==> config.mk <==
export PLATFORM = sky130hd
export DESIGN_NAME = axi_wr_arbiter
export DESIGN_NICKNAME = d
export VERILOG_FILES = /design/src/rtl/axi_wr_arbiter_pkg.sv /design/src/rtl/axi_wr_arbiter_rr_sel.sv /design/src/rtl/axi_wr_arbiter.sv
export SDC_FILE = /design/constraint.sdc
export NUM_CORES = 1
export LEC_CHECK = 0
export CELL_PAD_IN_SITES_DETAIL_PLACEMENT = 2
export CELL_PAD_IN_SITES_GLOBAL_PLACEMENT = 2
export CORE_MARGIN = 4
export CORE_UTILIZATION = 38
export DETAILED_ROUTE_END_ITERATION = 12
export PLACE_DENSITY = 0.95
export SKIP_CTS_REPAIR_TIMING = 1
export SYNTH_ARGS = -nofsm -noshare
export SYNTH_HDL_FRONTEND = slang
export SYNTH_SLANG_ARGS = --single-unit
==> constraint.sdc <==
create_clock -name clk -period 6.6 [get_ports clk]
set_input_delay 1.32 -clock clk [delete_from_list [all_inputs] [get_ports clk]]
set_output_delay 1.32 -clock clk [all_outputs]
set_load 0.005 [all_outputs]
==> src/rtl/axi_wr_arbiter_pkg.sv <==
// Shared write-arbiter definitions: FSM state encoding and default hold timeout.
package axi_wr_arbiter_pkg;

    localparam int unsigned AXI_WR_TIMEOUT_DEF = 255;

    typedef enum logic [1:0] {
        ST_IDLE = 2'd0,
        ST_ADDR = 2'd1,
        ST_DATA = 2'd2,
        ST_RESP = 2'd3
    } wr_state_e;

endpackage

==> src/rtl/axi_wr_arbiter_rr_sel.sv <==
// Round-robin priority select: first set request at or after ptr, wrapping.
module rr_priority_sel #(
    parameter int N  = 4,
    parameter int IW = (N > 1) ? $clog2(N) : 1
) (
    input  logic [N-1:0]  req,
    input  logic [IW-1:0] ptr,
    output logic [N-1:0]  onehot,
    output logic [IW-1:0] idx
);

    logic          done;
    logic [IW-1:0] pos;
    int            j;

    always_comb begin
        onehot = '0;
        idx    = '0;
        done   = 1'b0;
        pos    = '0;
        j      = 0;
        for (int i = 0; i < N; i++) begin
            j = int'(ptr) + i;
            if (j >= N) j = j - N;
            pos = IW'(j);
            if (!done && req[pos]) begin
                onehot[pos] = 1'b1;
                idx         = pos;
                done        = 1'b1;
            end
        end
    end

endmodule

==> src/rtl/axi_wr_arbiter.sv <==
// Round-robin arbiter giving one AXI master at a time ownership of the downstream
// write path from AW grant until B response, with a forced-release hold timeout.
module axi_wr_arbiter
    import axi_wr_arbiter_pkg::*;
#(
    parameter int NB_MASTER = 4,
    parameter int TIMEOUT   = AXI_WR_TIMEOUT_DEF
) (
    input  logic                         clk,
    input  logic                         rst_n,
    input  logic [NB_MASTER-1:0]         req_i,
    output logic [NB_MASTER-1:0]         grant_o,
    output logic [$clog2(NB_MASTER)-1:0] grant_id_o,
    output logic                         busy_o,
    input  logic                         aw_hs_i,
    input  logic                         w_last_hs_i,
    input  logic                         b_hs_i,
    output logic                         timeout_o
);

    localparam int IW = $clog2(NB_MASTER);
    localparam int CW = ($clog2(TIMEOUT + 1) > 8) ? $clog2(TIMEOUT + 1) : 8;

    wr_state_e            state_q, state_d;
    logic [NB_MASTER-1:0] grant_q, grant_d;
    logic [IW-1:0]        id_q, id_d;
    logic [IW-1:0]        last_q, last_d;
    logic [CW-1:0]        cnt_q, cnt_d;
    logic                 wl_q, wl_d;
    logic                 rel;

    logic [IW-1:0]        ptr;
    logic [NB_MASTER-1:0] sel_oh;
    logic [IW-1:0]        sel_idx;
    logic                 timeout_hit;

    assign ptr = (last_q == IW'(NB_MASTER - 1)) ? '0 : last_q + IW'(1);

    rr_priority_sel #(
        .N  (NB_MASTER),
        .IW (IW)
    ) u_sel (
        .req    (req_i),
        .ptr    (ptr),
        .onehot (sel_oh),
        .idx    (sel_idx)
    );

    assign timeout_hit = (state_q != ST_IDLE) && (cnt_q == CW'(TIMEOUT));

    always_comb begin
        state_d = state_q;
        grant_d = grant_q;
        id_d    = id_q;
        last_d  = last_q;
        cnt_d   = cnt_q;
        wl_d    = wl_q;
        rel     = 1'b0;
        if (state_q != ST_IDLE) cnt_d = cnt_q + CW'(1);
        case (state_q)
            ST_IDLE: begin
                if (|req_i) begin
                    state_d = ST_ADDR;
                    grant_d = sel_oh;
                    id_d    = sel_idx;
                    cnt_d   = '0;
                    wl_d    = 1'b0;
                end
            end
            ST_ADDR: begin
                // W may complete before AW; remember it so AW goes straight to RESP.
                if (aw_hs_i)             state_d = (w_last_hs_i || wl_q) ? ST_RESP : ST_DATA;
                else if (!req_i[id_q])   rel     = 1'b1;
                else if (w_last_hs_i)    wl_d    = 1'b1;
            end
            ST_DATA: if (w_last_hs_i) state_d = ST_RESP;
            ST_RESP: if (b_hs_i)      rel     = 1'b1;
            default: state_d = ST_IDLE;
        endcase
        if (timeout_hit) rel = 1'b1;
        if (rel) begin
            state_d = ST_IDLE;
            grant_d = '0;
            id_d    = '0;
            last_d  = id_q;
            cnt_d   = '0;
            wl_d    = 1'b0;
        end
    end

    always_ff @(posedge clk or negedge rst_n) begin
        if (!rst_n) begin
            state_q <= ST_IDLE;
            grant_q <= '0;
            id_q    <= '0;
            last_q  <= IW'(NB_MASTER - 1);
            cnt_q   <= '0;
            wl_q    <= 1'b0;
        end else begin
            state_q <= state_d;
            grant_q <= grant_d;
            id_q    <= id_d;
            last_q  <= last_d;
            cnt_q   <= cnt_d;
            wl_q    <= wl_d;
        end
    end

    assign grant_o    = grant_q;
    assign grant_id_o = id_q;
    assign busy_o     = (state_q != ST_IDLE);
    assign timeout_o  = timeout_hit;

endmodule

==> tab_implementation.tex <==
\begin{tabular}{lr}
\hline
Metric & Value \\
\hline
\multicolumn{2}{l}{\textbf{GRT}} \\
\quad Largest net degree at the start of global routing & 21 \\
\quad Antenna violations before repair & 0 \\
\quad Combined global-route utilization of all metal layers & 0.202 \\
\quad Via count of the first global-routing pass & 1,648 \\
\quad Grt total ovfl & 0 \\
\quad Global-route wire length before repair & 8420 um \\
\multicolumn{2}{l}{\textbf{Worst setup path}} \\
\quad Critical path fanouts, max & 8 \\
\quad R2R depth & 7 \\
\quad Critical Setup Path Class & flip-flop to output port \\
\quad WP data required & 5.28 ns \\
\quad Worst endpoint data arrival time & 2.25 ns \\
\quad Start point of the critical path & state\_q[0]\$\_DFFE\_PN0P\_ \\
\quad Startpoint types & flip-flop \\
\quad Category of the worst setup path capture point & output port \\
\quad Launch instance of the worst register-to-register path & last\_q[0]\$\_DFFE\_PN1N\_ \\
\quad Worst R2R End & grant\_o[3]\$\_DFFE\_PN0P\_ \\
\quad Register-to-register setup slack & $\sim$3.8 ns \\
\quad Endpoint of the worst setup timing path & timeout\_o \\
\multicolumn{2}{l}{\textbf{Final layout}} \\
\quad Count of non-filler cells in the finished layout & 232 \\
\quad Leading cell types in the layout, fill and taps excluded & 17 x nor2\_1, 17 x dfrtp\_1, 16 x clkdlybuf4s50\_1 \\
\quad Final core utilization & 0.448 \\
\quad Area Growth Syn to Fin & 13.0\% \\
\quad Share of post-route cells with drive strength above 1 & 0.121 \\
\quad Cell area after layout & 1800 um2 \\
\quad Filler cell count & 440 \\
\quad Ant. Diodes & 0 \\
\quad Net total in the final layout & about 200 \\
\multicolumn{2}{l}{\textbf{STA}} \\
\quad Headroom to the max-slew limit & 0.250 \\
\quad Unrepaired setup endpoints after global routing & false \\
\quad Final setup viols & 0 \\
\quad Fin crit share & 0.541 \\
\quad Setup Skew & between 0.007 and 0.008 ns \\
\quad Worst-margin pin slew & 1.11 ns \\
\quad Final critical-path setup slack & 3.03 ns \\
\quad Number of failing hold endpoints at the final stage & 0 \\
\quad Setup tns final & 0 ns \\
\quad Maximum clock rate & around 0.28 GHz \\
\quad Slew Limit Fails & 0 \\
\quad Final Hold Slack & 0.575 ns \\
\quad Clock period minus worst slack & 3.57 ns \\
\multicolumn{2}{l}{\textbf{Synthesis}} \\
\quad Number of enable flip-flop cells after synthesis & 0 \\
\quad Proportion of synthesized flip-flops having asynchronous set or reset & 1.00 \\
\quad Instance count of the mapped netlist & $\sim$170 \\
\quad Seq cells post-synth & 19 \\
\quad Leading register cell type out of synthesis & dfrtp\_1 \\
\quad Area of the mapped netlist & 1600 um2 \\
\quad Mean instance size in the synthesized netlist & 9.33 um2 \\
\quad Number of warning messages in the yosys log & 0 \\
\quad Syn nets & 190 \\
\quad Number of different library cells in the post-synthesis netlist & 53 \\
\quad Sequential area share after synthesis & 0.300 \\
\multicolumn{2}{l}{\textbf{Floorplan}} \\
\quad Total core area & approximately 4000 um2 \\
\quad Chip width & 72.8 um \\
\quad Y dimension of the die & 72.8 um \\
\quad FP Rows & 23 \\
\quad I/O pin count & 17 \\
\quad Effective utilization at floorplan & 0.396 \\
\quad Area of the die & $\sim$5300 um2 \\
\multicolumn{2}{l}{\textbf{Min path}} \\
\quad Worst hold path stage count & 2 \\
\quad Hold Crit Class & flip-flop to flip-flop \\
\multicolumn{2}{l}{\textbf{CTS}} \\
\quad CTS H-tree depth & 1 \\
\quad Number of CTS-inserted buffers & 3 \\
\quad TritonCTS clock tree & built \\
\quad Maximum number of buffers from clock root to sink & 2 \\
\quad Root buffer selected by CTS & clkbuf\_8 \\
\quad Insertion delay of the later-clocked pin in the worst-skew pair & 0.26 ns \\
\quad Clock transition at the registers of the reported paths & roughly 0.080 ns \\
\quad Clock sink total & 19 \\
\multicolumn{2}{l}{\textbf{Drt}} \\
\quad Number of optimization iterations in the first detailed-route pass & 4 \\
\quad Final WL & roughly 4900 um \\
\quad Routed length per placed instance & 21.3 um \\
\quad Drc violations & 0 \\
\quad Drt via density & 6.22 \\
\quad DR vias & between 1k and 1.5k \\
\quad Number of antenna-violating nets in the routed design & 0 \\
\quad Starting DRC count in detailed routing & 94 \\
\multicolumn{2}{l}{\textbf{Power}} \\
\quad Worst supply voltage drop on vdd & 0.000141 V \\
\quad Leakage & 0.729 nW \\
\quad Total power & 806 uW \\
\quad Power density over the cells & 447 nW/um2 \\
\multicolumn{2}{l}{\textbf{Job}} \\
\quad Number of violations of the max-capacitance limit & 0 \\
\multicolumn{2}{l}{\textbf{Placement}} \\
\quad GPL Wtd Cong & between 0.8 and 0.9 \\
\quad Detail Placement HPWL & $\sim$3800 um \\
\quad Placed instance count & 228 \\
\quad Placement Cell Area & 1760 um2 \\
\quad Quantity of I/O buffers inserted on ports & 16 \\
\quad Post-Place Worst Slack & $\sim$2.8 ns \\
\multicolumn{2}{l}{\textbf{Status}} \\
\quad Run status & finished clean \\
\hline
\end{tabular}
## kinds of logic after synthesis
family	after synthesis	synth area share
mux	14	0.137
simple gates	65	0.218
compound gates	42	0.187
flops	19	0.300
xor+xnor	4	0.0220
fa+ha+maj	10	0.0784
buf+inv	17	0.0572
## power breakdown
group,internal (mW),switching (mW),total [mW]
clock network,0.0420,0.0395,0.0815
logic,0.219,0.302,0.521
registers,0.158,0.0456,0.204
total,0.419,0.387,0.806
## routing by layer
layer  part of all wire  track usage  vias to the layer above
li1                   -            -                      665
met5                  0            0                        -
met1               0.45        0.254                      750
met2               0.52        0.356                       24
met3              0.025       0.0358                        4
met4             0.0087       0.0492                        0
## sequential cells by signal, summed over array words and instances, names as in the netlist
name / cells
grant_id_o: 2
state_q: 2
cnt_q: 8
wl_q: 1
last_q: 2
grant_o: 4
## synthesized netlist by cell type (all sizes together) (2+ instances only)
cell | n | area share
mux2 | 4 | 0.028
o21ai | 9 | 0.031
a21oi | 9 | 0.028
ha | 10 | 0.078
inv | 7 | 0.016
nor2b | 2 | 0.0078
xor2 | 3 | 0.016
nand3 | 8 | 0.025
and3 | 4 | 0.016
dfrtp | 17 | 0.27
o22ai | 2 | 0.0078
or3b | 2 | 0.013
a22oi | 3 | 0.014
nand2b | 2 | 0.0078
nand4 | 3 | 0.012
dfstp | 2 | 0.033
o211ai | 6 | 0.028
nor4 | 2 | 0.0078
a32oi | 2 | 0.011
nor3 | 5 | 0.016
nor2 | 19 | 0.048
nand2 | 12 | 0.028
buf | 7 | 0.033
mux2i | 7 | 0.062
a221oi | 3 | 0.020
clkbuf | 2 | 0.0055
mux4 | 3 | 0.047
## layout make-up
type                    instances  area, um2  share of cell area
multi-input cells             135       1030               0.569
clock inverters                 1       5.00             0.00278
clock buffers                   3       41.3              0.0229
flip-flops and latches         19        478               0.265
well taps                      50       62.6              0.0347
repair buffers                 16        160              0.0888
inverters                       8       30.0              0.0167
## how the worst min path moves through the flow
stage | to | slack (ns) | startpoint
after floorplan | last_q[0]$_DFFE_PN1N_ | 0.52 | grant_id_o[0]$_DFFE_PN0P_
after global placement | last_q[0]$_DFFE_PN1N_ | 0.55 | grant_id_o[0]$_DFFE_PN0P_
after detailed placement | grant_o[3]$_DFFE_PN0P_ | 0.56 | grant_o[3]$_DFFE_PN0P_
after CTS | grant_o[3]$_DFFE_PN0P_ | 0.58 | grant_o[3]$_DFFE_PN0P_
after global routing | grant_o[3]$_DFFE_PN0P_ | 0.63 | grant_o[3]$_DFFE_PN0P_
final | grant_o[3]$_DFFE_PN0P_ | 0.57 | grant_o[3]$_DFFE_PN0P_
## critical path, cell delays in order, from the launching register on
cell and delay, ns:
dfrtp_1 0.38, inv_1 0.09, ha_1 0.33, and4b_1 0.38, nand4_1 0.22, inv_1 0.10
clkdlybuf4s50_1 0.50
Note: power is estimated with default switching activity, not from simulation.
